==> config.mk <==
export PLATFORM = sky130hd
export DESIGN_NAME = fetch_decode_queue
export DESIGN_NICKNAME = d
export VERILOG_FILES = /design/src/rtl/fetch_decode_queue.sv
export SDC_FILE = /design/constraint.sdc
export NUM_CORES = 1
export LEC_CHECK = 0
export CORE_MARGIN = 1
export CORE_UTILIZATION = 47
export DETAILED_ROUTE_END_ITERATION = 7
export HOLD_SLACK_MARGIN = 0.03
export PLACE_DENSITY = 0.74
export SYNTH_ARGS = -nofsm -noshare
export SYNTH_HDL_FRONTEND = slang
export SYNTH_SLANG_ARGS = --single-unit
==> constraint.sdc <==
create_clock -name clk -period 4.25 [get_ports clk]
set_input_delay 0.425 -clock clk [delete_from_list [all_inputs] [get_ports clk]]
set_output_delay 0.425 -clock clk [all_outputs]
set_load 0.005 [all_outputs]
==> src/rtl/fetch_decode_queue.sv <==
// Fetch-to-decode instruction queue: circular FIFO with exception lock.
// Optional empty-queue bypass compiled in with FETCH_QUEUE_BYPASS_EN.
//
// Ports:
//   clk, reset              rising-edge clock, async active-high reset
//   in_valid, in_pc,        fetch side: instruction presented this cycle
//   in_instruction,
//   in_exception_vector     fetch exception code, 0 = none
//   in_flush                discard all contents on next edge
//   in_decode_ready         decode consumes head when out_valid
//   out_full                queue cannot accept (full or locked)
//   out_valid, out_pc,      head entry, zero when not valid
//   out_instruction,
//   out_exception_vector
//   out_count               occupied entries
module fetch_decode_queue #(
  parameter int DEPTH = 4
) (
  input  logic                     clk,
  input  logic                     reset,
  input  logic                     in_valid,
  input  logic [31:0]              in_pc,
  input  logic [31:0]              in_instruction,
  input  logic [2:0]               in_exception_vector,
  input  logic                     in_flush,
  input  logic                     in_decode_ready,
  output logic                     out_full,
  output logic                     out_valid,
  output logic [31:0]              out_pc,
  output logic [31:0]              out_instruction,
  output logic [2:0]               out_exception_vector,
  output logic [$clog2(DEPTH):0]   out_count
);

  localparam int PTR_W = $clog2(DEPTH);
  localparam int CNT_W = PTR_W + 1;

  logic [PTR_W-1:0] rd_ptr_q, rd_ptr_d;
  logic [PTR_W-1:0] wr_ptr_q, wr_ptr_d;
  logic [CNT_W-1:0] count_q, count_d;
  logic             lock_q, lock_d;

  logic [31:0] pc_mem_q  [DEPTH];
  logic [31:0] ins_mem_q [DEPTH];
  logic [2:0]  exc_mem_q [DEPTH];

  logic empty;
  logic push;
  logic pop;
  logic byp;
  logic wr_en;

  assign empty    = (count_q == '0);
  assign out_full = (count_q == CNT_W'(DEPTH)) || lock_q;
  assign out_count = count_q;

  // push: entry accepted from fetch (stored or bypassed)
  assign push = in_valid && !out_full && !in_flush;
  assign pop  = !empty && in_decode_ready && !in_flush;

`ifdef FETCH_QUEUE_BYPASS_EN
  // empty queue forwards the fetch entry straight to decode
  assign byp = empty && push;
`else
  assign byp = 1'b0;
`endif

  // a bypassed entry that decode takes never touches storage
  assign wr_en = push && !(byp && in_decode_ready);

  always_comb begin
    rd_ptr_d = rd_ptr_q;
    wr_ptr_d = wr_ptr_q;
    count_d  = count_q;
    lock_d   = lock_q;
    if (in_flush) begin
      rd_ptr_d = '0;
      wr_ptr_d = '0;
      count_d  = '0;
      lock_d   = 1'b0;
    end else begin
      if (pop)
        rd_ptr_d = rd_ptr_q + PTR_W'(1);
      if (wr_en)
        wr_ptr_d = wr_ptr_q + PTR_W'(1);
      count_d = count_q + CNT_W'(wr_en) - CNT_W'(pop);
      if (push && (in_exception_vector != 3'd0))
        lock_d = 1'b1;
    end
  end

  always_ff @(posedge clk or posedge reset) begin
    if (reset) begin
      rd_ptr_q <= '0;
      wr_ptr_q <= '0;
      count_q  <= '0;
      lock_q   <= 1'b0;
    end else begin
      rd_ptr_q <= rd_ptr_d;
      wr_ptr_q <= wr_ptr_d;
      count_q  <= count_d;
      lock_q   <= lock_d;
    end
  end

  always_ff @(posedge clk) begin
    if (wr_en) begin
      pc_mem_q[wr_ptr_q]  <= in_pc;
      ins_mem_q[wr_ptr_q] <= in_instruction;
      exc_mem_q[wr_ptr_q] <= in_exception_vector;
    end
  end

  always_comb begin
    out_valid            = 1'b0;
    out_pc               = '0;
    out_instruction      = '0;
    out_exception_vector = '0;
    if (!empty) begin
      out_valid            = 1'b1;
      out_pc               = pc_mem_q[rd_ptr_q];
      out_instruction      = ins_mem_q[rd_ptr_q];
      out_exception_vector = exc_mem_q[rd_ptr_q];
    end else if (byp) begin
      out_valid            = 1'b1;
      out_pc               = in_pc;
      out_instruction      = in_instruction;
      out_exception_vector = in_exception_vector;
    end
  end

endmodule

==> results.cfg, run 1 <==
[placement]
dpl.hpwl_um = 11200
place_congestion = 0.725
io_buffer_count = 143

[synthesis]
syn_inst = 478
synth_area_leaders = edfxtp_1 76%, mux4_2 14%, and2_1 4.2%, dfrtp_1 1.9%, ha_1 0.71%
yosys_warnings = 0
syn_nets = 557
synth-seq-cells = 276
synth_top_area_frac = 0.757
syn_area_per_cell_um2 = 22.3
synth_top_cell_by_area = edfxtp_1
syn_area_um2 = 10600
synth_seq_area_share = 0.775
synth_cell_type_count = 27

[global_routing]
grt_max_degree = 69
grtUsageTotal = 0.172
grt_pass1_vias = 5453
grt_overflow = 0
antenna_found_initial = 1
grt_pass1_wl_um = 30700

[route]
totalWireLength_um = 19100
viasPerCell = 5.31
vias = 4964
drtIter0Drc = 281
highest_layer = met4
drc = 18
dr.pass1.iters = 8
route.met3.wl_um = 1200
wire_per_inst_um = 20.5
routed-wl-met2_um = 9880
ant_nets = 0
met1_length_um = 7710

[cts]
cts.sinks = 276
cts_hold_buf = 0
htree_levels = 1
cts-root-buf = clkbuf_16
clk_latency_ps = 530
cts.clk_slew.worst_paths_ps = 60
clockBufferDepth = 3
ctsResizeCount = 0
cts_tree = done
post_cts_buffers = 0
numCtsBuffers = 27

[timing]
relSlewSlack = 0.249
max_freq_mhz = 297
finalCritPeriodShare = 0.792
worstMarginPinSlew_ps = 1130
slew_viol_final = 0
fin_crit_ps = 3360
finClkSkew_ps = 8.59
hold_ws_ps = 180
setup_viol = 0
tns_ps = 0
rsz0062_at_grt = no
finalHoldViolCount = 0

[setup_path]
worstPathCellList = buf_4 > mux4_2 > and2_1 > clkdlybuf4s50_1
crit_path_max_incr_delay_ps = 760
cp_data_required_time_ps = 3830
worstRegToRegCells = 11
cp.arrival_ps = 2940
r2r-end = out_count[2]$_DFF_PP0_
rr_startpoint = out_count[2]$_DFF_PP0_
rrSetupSlack_ps = 1270
end_kind = output pin
crit_slowest_cell = dfrtp_4
critical_path_depth = 4
worst-path-buf-inv = 2
path_max_fanout = 25
critPathTopFamily = buffers and inverters
crit_type = reg -> out
startpoint = rd_ptr_q[0]$_DFFE_PP0P_
start_kind = flip-flop

[floorplan]
core.rowCount = 54
design.core.area_um2 = 22000
start_util = 0.483
io_pins = 144
dieArea_um2 = 23200
die_w_um = 152
die_h_um = 152

[outcome]
violations = DRC
outcome = finished with violations

[pwr]
power_density_nw_per_um2 = 583
cellLeakagePower_nw = 4.25
p_total_mw = 7.76
ir_worst_vdd_v = 0.000370

[worst_hold_path]
worst_hold_path_type = in -> async

[layout]
area_growth_pct = 25.2
drive_gt1_frac = 0.184
final_nets = 711
fillCellCount = 1530

[run]
max_cap_violations = 0
## layout make-up
cell class / instances / area, um^2 / share of cell area
clock inverters: 19 / 220 / 0.0165
clock buffers: 31 / 691 / 0.0519
flip-flops and latches: 276 / 8260 / 0.620
inverters: 6 / 22.5 / 0.00169
diodes: 1 / 2.50 / 0.000188
well taps: 280 / 350 / 0.0263
repair buffers: 149 / 1540 / 0.116
multi-input cells: 172 / 2230 / 0.168
## state kept, by name, indices dropped and copies added (netlist names)
signal / cells
exc_mem_q: 12
wr_ptr_q: 2
lock_q: 1
ins_mem_q: 128
rd_ptr_q: 2
out_count: 3
pc_mem_q: 128
## worst max path at each step
stage / to / slack, ps
finish: out_pc[9] / 890
global route: out_pc[19] / 690
CTS: out_pc[20] / 780
detailed placement: out_count[2]$_DFF_PP0_ / 740
global placement: out_count[2]$_DFF_PP0_ / 950
floorplan: exc_mem_q[0][0]$_DFFE_PP_ / 1150
## power breakdown
group	switching, mW	internal, mW
logic	0.767	1.28
registers	0.151	3.15
clock network	0.953	1.47
## per-layer routing
metal	GRT usage	vias up
li1	-	2246
met1	0.223	2520
met2	0.299	170
met3	0.0356	28
met4	0.0476	0
met5	0	-
## placed cells by master (no fill, tap or decap)
master           instances
mux2i_1                  1
o21a_1                   1
ha_1                     6
xor2_1                   3
or2_2                    1
clkinv_1                 8
clkinv_4                 1
fa_1                     1
inv_1                    6
clkdlybuf4s50_1        143
nor4b_1                  1
diode_2                  1
nor3b_1                  2
clkbuf_1                 4
o31ai_1                  1
or3_2                    1
nor2b_1                  1
inv_6                    1
nor3_1                   1
nor4_1                   1
dfrtp_1                  6
o311ai_0                 1
clkinvlp_4               1
clkbuf_16               27
and2_4                   4
dfrtp_4                  2
edfxtp_1               268
mux4_2                  67
buf_4                    1
buf_12                   5
mux2_2                   1
bufinv_16                5
nor2_1                   8
nand2b_1                 2
clkinv_2                 3
and2_1                  68
## synthesized netlist by cell type
cell	instances
edfxtp_1	268
and2_1	72
mux4_2	67
clkbuf_1	12
buf_2	8
dfrtp_1	8
nor2_1	8
ha_1	6
inv_1	6
xor2_1	3
buf_12	2
nand2b_1	2
nor3b_1	2
buf_4	1
buf_6	1
fa_1	1
mux2_2	1
mux2i_1	1
nor2b_1	1
nor3_1	1
nor4_1	1
nor4b_1	1
o21a_1	1
o311ai_0	1
o31ai_1	1
or2_2	1
or3_1	1
## metrics by stage
step | worst slack (ps) | instances | utilization | instance area, um^2
2_1_floorplan | 1150 | 478 | - | 10600
3_3_place_gp | 946 | 883 | 0.563 | 12400
3_5_place_dp | 738 | 883 | 0.563 | 12400
4_1_cts | 779 | 933 | 0.604 | 13300
5_1_grt | 691 | 933 | 0.604 | 13300
6_report | 885 | 934 | 0.604 | 13300
## cell families (layout without fill, tap and decap cells)
kind of cell    Yosys count  after routing  share of synthesized area
compound gates            3              3                    0.00224
xor+xnor                  3              3                    0.00247
flops                   276            276                      0.775
other cells               0              1                          0
mux                      69             69                      0.144
simple gates             90             90                     0.0514
fa+ha+maj                 7              7                    0.00894
buf+inv                  30            205                     0.0156
Power figures use the tool's default switching activity.
==> run 2, diff against run 1 <==
==> constraint.sdc (replaced) <==
create_clock -name clk -period 3.1 [get_ports clk]
set_input_delay 0.31 -clock clk [delete_from_list [all_inputs] [get_ports clk]]
set_output_delay 0.31 -clock clk [all_outputs]
set_load 0.005 [all_outputs]
==> run 2 against run 1 <==
- the run still ends with DRC left
- setup slack lost 590 ps
- global-route usage is essentially flat
- critical path depth is the same
- critical path type unchanged
- highest routed layer unchanged
- critical endpoint unchanged
==> results.cfg, run 2 (synthesis results as in run 1) <==
[cts]
clk_latency_ps = 520
cts_tree = done
clockBufferDepth = 3
cts.sinks = 276
htree_levels = 1
post_cts_buffers = 0
numCtsBuffers = 28
cts_hold_buf = 0
cts.clk_slew.worst_paths_ps = 60
cts-root-buf = clkbuf_16

[route]
drc = 12
wire_per_inst_um = 20.7
ant_nets = 0
dr.pass1.iters = 8
viasPerCell = 5.36
vias = 5049
totalWireLength_um = 19500
drtIter0Drc = 259

[pwr]
p_total_mw = 10.4
ir_worst_vdd_v = 0.000553
cellLeakagePower_nw = 4.27
power_density_nw_per_um2 = 781

[layout]
ff_latch_area_um2 = 8260
final_nets = 722
drive_gt1_frac = 0.189
fillCellCount = 1550
multi_input_area_um2 = 2240
layoutNonFillerInstCount = 942
area_growth_pct = 25.6
final_cell_mix = 268 x edfxtp_1, 143 x clkdlybuf4s50_1, 68 x and2_1
final_common_cell = edfxtp_1
top_regs = ins_mem_q: 128 flops, pc_mem_q: 128 flops, exc_mem_q: 12 flops

[timing]
tns_ps = 0
finClkSkew_ps = 10.5
slew_viol_final = 0
fin_crit_ps = 2810
setup_viol = 0
rsz0062_at_grt = no
finalCritPeriodShare = 0.906
finalHoldViolCount = 0
max_freq_mhz = 356
relSlewSlack = 0.554
worstMarginPinSlew_ps = 669

[setup_path]
critPathTopFamily = buffers and inverters
crit_path_max_incr_delay_ps = 640
crit_slowest_cell = dfrtp_4
start_kind = flip-flop
worst-path-buf-inv = 2
cp.arrival_ps = 2500
worstPathCellList = buf_4 > mux4_2 > and2_1 > clkdlybuf4s50_1
crit_type = reg -> out
path_max_fanout = 21
cp_data_required_time_ps = 2790
end_kind = output pin

[global_routing]
grt_max_degree = 69
grtUsageTotal = 0.173
grt_pass1_vias = 5538
grt_overflow = 0
antenna_found_initial = 1
grt_pass1_wl_um = 30400

[worst_hold_path]
worst_hold_path_type = in -> async

[placement]
dpl.hpwl_um = 12000
io_buffer_count = 143
dp_cells = 893
place_congestion = 0.755

[floorplan]
io_pins = 144
core.rowCount = 54
dieArea_um2 = 23200
start_util = 0.483
design.core.area_um2 = 22000
die_h_um = 152
die_w_um = 152

[run]
max_cap_violations = 0

[outcome]
outcome = finished with violations
violations = DRC
==> run 2: cell count changes in the layout (fill, tap and decap cells not counted) <==
cell / delta
buf_4: +6
clkinv_2: -1
clkbuf_16: +2
clkinvlp_4: -1
buf_12: +4
clkbuf_1: +7
clkinv_1: -4
or3_2: -1
or3_4: +1
clkinv_4: -1
bufinv_16: -4
==> run 2: path summary, 6_finish.rpt <==
path	from	to	slack [ps]	cells after the start
worst min register to register	lock_q$_DFFE_PP0P_	lock_q$_DFFE_PP0P_	600	1
min in group clk	in_pc[7]	pc_mem_q[1][7]$_DFFE_PP_	410	1
max in group asynchronous	reset	rd_ptr_q[0]$_DFFE_PP0P_	2780	2
worst max register to register	out_count[1]$_DFF_PP0_	out_count[2]$_DFF_PP0_	470	11
worst max-delay path	rd_ptr_q[1]$_DFFE_PP0P_	out_pc[9]	290	4
worst min-delay path	reset	rd_ptr_q[1]$_DFFE_PP0P_	50	2
==> run 2: cell type report <==
cell class	instances	share of cell area
multi-input combinational	172	0.167
antenna	1	0.000187
sequential	276	0.618
timing repair buffer	159	0.125
inverter	6	0.00169
clock buffer	40	0.0574
tap	280	0.0262
clock inverter	8	0.00478
==> run 2: where the power goes <==
part | switching [mW] | internal (mW)
logic | 1.17 | 1.78
registers | 0.0975 | 4.32
clock network | 1.27 | 1.79
==> run 2: through the flow <==
step	util	worst slack [ps]	cell area, um^2	hold slack (ps)
global route	0.607	169	13400	57.7
floorplan	-	3.27	10600	126
finish	0.607	292	13400	47.7
detailed placement	0.569	307	12500	556
global placement	0.569	484	12500	543
CTS	0.607	235	13400	34.2
==> run 2: routing by layer <==
layer / wire length [um] / vias to the layer above / track usage
met5: 0 / - / 0
met3: 988 / 36 / 0.0327
met2: 10400 / 145 / 0.316
met1: 7670 / 2605 / 0.209
met4: 450 / 0 / 0.0491
li1: - / 2263 / -
==> run 2: what timing repair did <==
action | CTS | global route
endpoints found under the hold margin | 0 | 0
resized for setup | 1 | 0
setup endpoints to repair | 67 | 0
==> run 3, diff against run 2 <==
--- a/config.mk
+++ b/config.mk
@@ -5,7 +5,8 @@
 export SDC_FILE = /design/constraint.sdc
 export NUM_CORES = 1
 export LEC_CHECK = 0
-export CORE_MARGIN = 1
+export ABC_CLOCK_PERIOD_IN_PS = 3100
+export CORE_MARGIN = 2
 export CORE_UTILIZATION = 47
 export DETAILED_ROUTE_END_ITERATION = 7
 export HOLD_SLACK_MARGIN = 0.03
==> run 3 against run 2 <==
- the flow now finishes without violations
- clock-buffer cell count fell by 1
- cell count rose by 0.74%
- global-route usage shrank 0.91 points
- non-clock buffer count is 1 higher
- critical path type unchanged
==> results.cfg, run 3 (synthesis results as in run 1) <==
[pwr]
ir_worst_vdd_v = 0.000799
power_density_nw_per_um2 = 772
cellLeakagePower_nw = 4.26

[setup_path]
start_kind = flip-flop
crit_type = reg -> out
path_max_fanout = 33
rrSetupSlack_ps = 530
end_kind = output pin
worstRegToRegCells = 11
rr_startpoint = out_count[2]$_DFF_PP0_
cp_data_required_time_ps = 2790
r2r-end = out_count[2]$_DFF_PP0_
cp.arrival_ps = 2600

[cts]
numCtsBuffers = 27
ctsResizeCount = 1
cts.clk_slew.worst_paths_ps = 60
cts-root-buf = clkbuf_16
cts_tree = done
cts_hold_buf = 0
post_cts_buffers = 0
cts.sinks = 276
htree_levels = 1
clockBufferDepth = 3
clk_latency_ps = 520

[placement]
place_congestion = 0.707
dpl.hpwl_um = 11700
io_buffer_count = 143

[timing]
setup_viol = 0
fin_crit_ps = 2910
finalCritPeriodShare = 0.940
slew_viol_final = 0
tns_ps = 0
rsz0062_at_grt = no
finClkSkew_ps = 9.49
max_freq_mhz = 343
finalHoldViolCount = 0
worstMarginPinSlew_ps = 642
hold_ws_ps = 36.4
relSlewSlack = 0.572

[floorplan]
start_util = 0.474
io_pins = 144
die_h_um = 154
design.core.area_um2 = 22400
dieArea_um2 = 23900
core.rowCount = 55
die_w_um = 154

[route]
drc = 0
vias = 5102
ant_nets = 0
totalWireLength_um = 19200
drtIter0Drc = 262
viasPerCell = 5.38
wire_per_inst_um = 20.2
dr.pass1.iters = 4

[run]
max_cap_violations = 0

[global_routing]
grt_pass1_wl_um = 30200
top_usage_layer = met2
grt_overflow = 0
use_met1 = 0.213
use_met3 = 0.0289
grt_max_degree = 69
grtUsageTotal = 0.163
grt_pass1_vias = 5606
grt_use_met2 = 0.289
antenna_found_initial = 1

[layout]
drive_gt1_frac = 0.198
final_common_cell = edfxtp_1
final_cell_mix = 268 x edfxtp_1, 143 x clkdlybuf4s50_1, 68 x and2_1
final_nets = 722
top_regs = ins_mem_q: 128 flops, pc_mem_q: 128 flops, exc_mem_q: 12 flops
area_growth_pct = 25.1

[outcome]
outcome = finished clean

[worst_hold_path]
worst_hold_path_type = in -> async
==> run 3: cell type report <==
cell class                      instances  area, um^2
Fill cell                            1639        9130
Sequential cell                       276        8260
Multi-Input combinational cell        172        2240
Timing Repair Buffer                  160        1630
Clock buffer                           39         741
Tap cell                              285         357
Clock inverter                         10        55.1
Inverter                                6        22.5
Antenna cell                            1        2.50
==> run 3: how the worst max path moves through the flow <==
stage	startpoint	endpoint	depth (start not counted)
after floorplan	out_count[2]$_DFF_PP0_	exc_mem_q[2][0]$_DFFE_PP_	3
after global placement	in_flush	out_count[2]$_DFF_PP0_	11
after detailed placement	in_flush	out_count[2]$_DFF_PP0_	11
after CTS	rd_ptr_q[0]$_DFFE_PP0P_	out_instruction[0]	4
after global routing	rd_ptr_q[0]$_DFFE_PP0P_	out_instruction[0]	4
final	rd_ptr_q[0]$_DFFE_PP0P_	out_instruction[0]	4
==> run 3: power by group <==
part           total [mW]  switching, mW  internal, mW
Combinational        2.90           1.12          1.77
Sequential           4.44          0.118          4.32
Clock                2.93           1.28          1.66
==> run 3: metal layers <==
metal  wire [um]  up-vias
li1            -     2258
met1        8000     2672
met2        9880      139
met3         949       33
met4         364        0
met5           0        -
==> run 3: worst max-delay path, stage by stage, from the launching register on <==
cell and delay [ps]:
dfrtp_4 560, buf_12 320, mux4_2 580, and2_1 180, clkdlybuf4s50_1 430
==> run 3: through the flow <==
stage               worst slack, ps  total power, mW  cells  cell area [um^2]   util
finish                          187             10.3    949             13300  0.593
global route                   70.8             10.8    948             13300  0.593
CTS                             137             10.4    948             13300  0.593
detailed placement              338             7.47    899             12500  0.557
global placement                470             7.44    899             12500  0.557
floorplan                      3.27             6.04    478             10600      -
==> patch 1, RTL diff (flow settings as in run 2) <==
Add a define of `FETCH_QUEUE_BYPASS_EN`.
--- a/src/rtl/fetch_decode_queue.sv
+++ b/src/rtl/fetch_decode_queue.sv
@@ -14,4 +14,6 @@
 //   out_exception_vector
 //   out_count               occupied entries
+`define FETCH_QUEUE_BYPASS_EN
+
 module fetch_decode_queue #(
   parameter int DEPTH = 4
Behaviour: not the same (Yosys sat finds a counterexample within 4 cycles, from zero or initial values and one cycle with reset high).
==> patch 1 against run 2 <==
Register-to-register slack is essentially flat; core utilization decreased by 0.97 points; setup slack lost 0.095 ns; combinational power increased by 2%; sequential cell count unchanged; total power fell by 2.4%; synthesized area is 2.2% higher; wire length rose by 4.7%; design area grew 1.2%.
==> patch 1: results (changes against run 2) <==
- Outcome: finished clean
- Peak VDD IR: 831 uV (+50%)
- Final GP Congestion: 0.751 (-0.52%)
- Final worst path period need: 2.90 ns (+0.0954 ns)
- Area Overhead vs Synth: 24.4%
- TritonCTS Buffers: 27 (-3.6%)
- Via count: 5386 (+6.7%)
- Area post-placement: 0.0127 sq mm (+1.7%)
- Wirelength per Cell: 21.6 um (+4.0%)
- Syn_nets: 568 (+2.0%)
- Comb power frac: 0.298 (+0.015)
- Cells after DPL: 901 (+0.90%)
- Nets: 725 (+0.42%)
- Type of the worst min-delay path: input pin to flip-flop
- Share of layout cells above drive strength 1: 0.188 (-0.000854)
- Metal2 WL: 10200 um (-1.9%)
- Clock buffers: 35 (-13%)
- Sequential power: 4.31 mW (-2%)
- Met2 track demand over resource: 0.298 (-0.0182)
- N_diodes: 0 (-1)
- Initial antenna violation count: 0 (-1)
- Total power: 10.2 mW (-2.4%)
- #MultiIn Comb: 173 (+0.58%)
- Synthesized cell area: 0.0109 sq mm (+2.2%)
- GR Util met3: 0.0313 (-0.00142)
- Largest net degree at the start of global routing: 68 (-1.4%)
- DR WL met3: 1150 um (+17%)
- Most frequent cells after synthesis: edfxtp_1 (268), a22o_1 (67), mux4_2 (67)
- WP data arrival: 2.59 ns (+0.09 ns)
- Filler instances: 1618 (+4.4%)
- Non-clock buffers, area share: 0.127 (+0.00265)
- DR vias/cell: 5.68 (+5.9%)
- End of the critical path: out_pc[15]
- Clock buf/inv share: 0.0565 (-0.00571)
- M1 WL: 8880 um (+16%)
- Inverters excl. clock: 7 (+1)
- NetSw: 2.53 mW (-0.40%)
- Multi-input logic area: 0.00240 sq mm (+7.1%)
- GRT Total Usage: 0.179 (+0.00639)
- Vias in the first global route: 5911 (+6.7%)
- Place WS: 0.406 ns (+0.0995 ns)
- LEAKAGE: 4.33 nW (+1.2%)
- Global-route wire length before repair: 32800 um (+7.8%)
- Hpwl dp: 12400 um (+3.8%)
- Post-synthesis area per instance: 22.2 sq um (-0.11%)
- Largest cells by area after synthesis: edfxtp_1 (74%), mux4_2 (14%), a22o_1 (5.4%)
- GR Layer Usage met1: 0.250 (+0.0412)
- Fin Hold WS: 0.457 ns (+0.409 ns)
- Max-slew headroom at the worst pin: 0.648 (+0.0945)
patch 1: changes by cell type after synthesis, moves of 4 or more:
| cell | change |
|---|---|
| buf_6 | +4 |
| nand2_1 | +4 |
| and2_1 | -68 |
| buf_2 | +6 |
| a22o_1 | +67 |
patch 1: worst register-to-register path: cells and delay by family, from the launching register on:
kind                     cells  cell delay (ns)
XOR/XNOR                     2             0.31
adder cells (fa/ha/maj)      3             0.81
buffers and inverters        2             0.12
flip-flops                   1             0.47
AND/OR/NAND/NOR              4             0.80
patch 1: kinds of logic after synthesis:
logic type	after synthesis	synth area share
adder cells (fa/ha/maj)	7	0.00875
AO/OA/AOI/OAI	69	0.0554
buffers and inverters	40	0.0219
multiplexers	68	0.140
XOR/XNOR	5	0.00403
flip-flops	276	0.759
AND/OR/NAND/NOR	24	0.0114
patch 1: repair_timing:
| action | in CTS | in global routing |
|---|---|---|
| endpoints found under the setup margin | 0 | 0 |
| gates resized for setup | 0 | 0 |
| hold buffers | 1 | 0 |
| endpoints found under the hold margin | 8 | 0 |
==> patch 2, RTL diff (settings of run 2) <==
Without the edit above. Reset style: synchronous (`reset`), changed in one clocked block. Comments in the files are not updated.
--- a/src/rtl/fetch_decode_queue.sv
+++ b/src/rtl/fetch_decode_queue.sv
@@ -90,5 +90,5 @@
   end
 
-  always_ff @(posedge clk or posedge reset) begin
+  always_ff @(posedge clk) begin
     if (reset) begin
       rd_ptr_q <= '0;
Behaviour: differs if reset is asserted again (counterexample within 4 cycles, from zero or initial values and one cycle with reset high); with reset held inactive, the same outputs for 4 cycles.
==> patch 2 against run 2 <==
The run still ends with DRC left; largest cell class unchanged; setup slack got worse by 0.025 ns; sequential share of layout area down 0.46 points; synthesized area is 0.41% higher; wire length barely moved; design area grew 0.75%; fmax is 0.87% lower; worst hold slack gained 0.37 ns; sequential cell count grew 2.
Power is not compared: it rests on default switching activity, and its combinational part moved more than twofold at a synthesized area within 25%.
==> patch 2: results (changes against run 2) <==
- Outcome: finished, violations left
- Failing checks: DRC
- WP data arrival: 2.52 ns (+0.02 ns)
- Wirelength per Cell: 20.6 um (-0.60%)
- Slowest stage delay, CP: 0.54 ns (-0.10 ns)
- GRT Total Usage: 0.173 (+0.000621)
- Nonclk buf count: 158 (-0.63%)
- Setup slack, reg-to-reg: 0.60 ns (+0.13 ns)
- Drt total wl: 19500 um (about the same)
- Clock buffers: 33 (-18%)
- Reg2Reg Capture Point: out_count[2]
- Initial antenna violation count: 0 (-1)
- Total power: 7.86 mW
- Inverters excl. clock: 5 (-1)
- #MultiIn Comb: 175 (+1.7%)
- Reg2reg start: lock_q
- Cells after DPL: 896 (+0.34%)
- DR vias/cell: 5.41 (+0.88%)
- Nets: 725 (+0.42%)
- CP top delay family: buffers and inverters
- Fraction of area in multi-input gates: 0.168 (+0.000707)
- Share of layout cells above drive strength 1: 0.196 (+0.00700)
- F_max: 0.353 GHz (-0.87%)
- Final GP Congestion: 0.786 (+4.1%)
- Post-synthesis area per instance: 22.2 sq um (-0.21%)
- Fin Hold WS: 0.419 ns (+0.372 ns)
- Crit path max-delay cell type: mux4_2
- Async SR Flop Fraction: 0 (-0.0290)
- Vias in the first global route: 5792 (+4.6%)
- N_diodes: 0 (-1)
- DRC: 8 (-4)
- Library cells used by synthesis: 30 (+11%)
- Most frequent cells after synthesis: edfxtp_1 (268), and2_1 (69), mux4_2 (67)
- Hold depth: 1
- Global-route wire length before repair: 31200 um (+2.5%)
- Crit Path Category: flip-flop to primary output
- Hpwl dp: 11500 um (-4.2%)
- Syn_nets: 560 (+0.54%)
- Clock Skews: 0.00626 ns (-0.00424 ns)
- Flops & latches, synth: 278 (+0.72%)
- End of the critical path: out_pc[31]
- Multi-input logic area: 0.00226 sq mm (+1.2%)
- Initial drt markers: 281 (+8.5%)
- Sequential share of the synthesized area: 0.772 (-0.00318)
- Setup-failing EPs final: 0 (unchanged)
- Area post-placement: 0.0126 sq mm (+0.22%)
- Sequential cell area share: 0.613 (-0.00459)
- Non-clock buffers, area share: 0.124 (-0.000555)
- Place WS: 0.158 ns (-0.149 ns)
- Post-cts sizing count: 1 (unchanged)
- Max-slew headroom at the worst pin: 0.542 (-0.0117)
- Type of the worst min-delay path: input pin to flip-flop
- Worst Path Max Fanout: 31 (+48%)
- Clock buf/inv share: 0.0673 (+0.00511)
- CTS Buffer Depth: 3 (unchanged)
- Largest cells by area after synthesis: edfxtp_1 (75%), mux4_2 (14%), and2_1 (4.0%)
- Clk Latency, worst-skew pair: 0.52 ns (about the same)
- CORE AREA: 0.0220 sq mm (unchanged)
patch 2: cell types whose count changed after synthesis, sizes merged, moves of 2 or more:
cell,before,now
dfrtp,8,0
and2,72,69
clkbuf,12,8
or3b,0,2
xnor2,0,2
buf,12,15
nor3,1,6
o21ai,0,2
nor2,8,3
and3,0,4
dfxtp,0,10
patch 2: logic make-up after synthesis:
logic type      synth area share
compound gates           0.00387
buf+inv                   0.0182
mux                        0.141
flops                      0.772
fa+ha+maj                0.00890
xor+xnor                 0.00328
simple gates              0.0522
patch 2: metal layers:
| layer | up-vias | global-route usage | part of all wire |
|---|---|---|---|
| met5 | - | 0 | 0 |
| li1 | 2283 | - | - |
| met3 | 36 | 0.0327 | 0.053 |
| met2 | 148 | 0.303 | 0.51 |
| met1 | 2659 | 0.219 | 0.41 |
| met4 | 0 | 0.0563 | 0.023 |
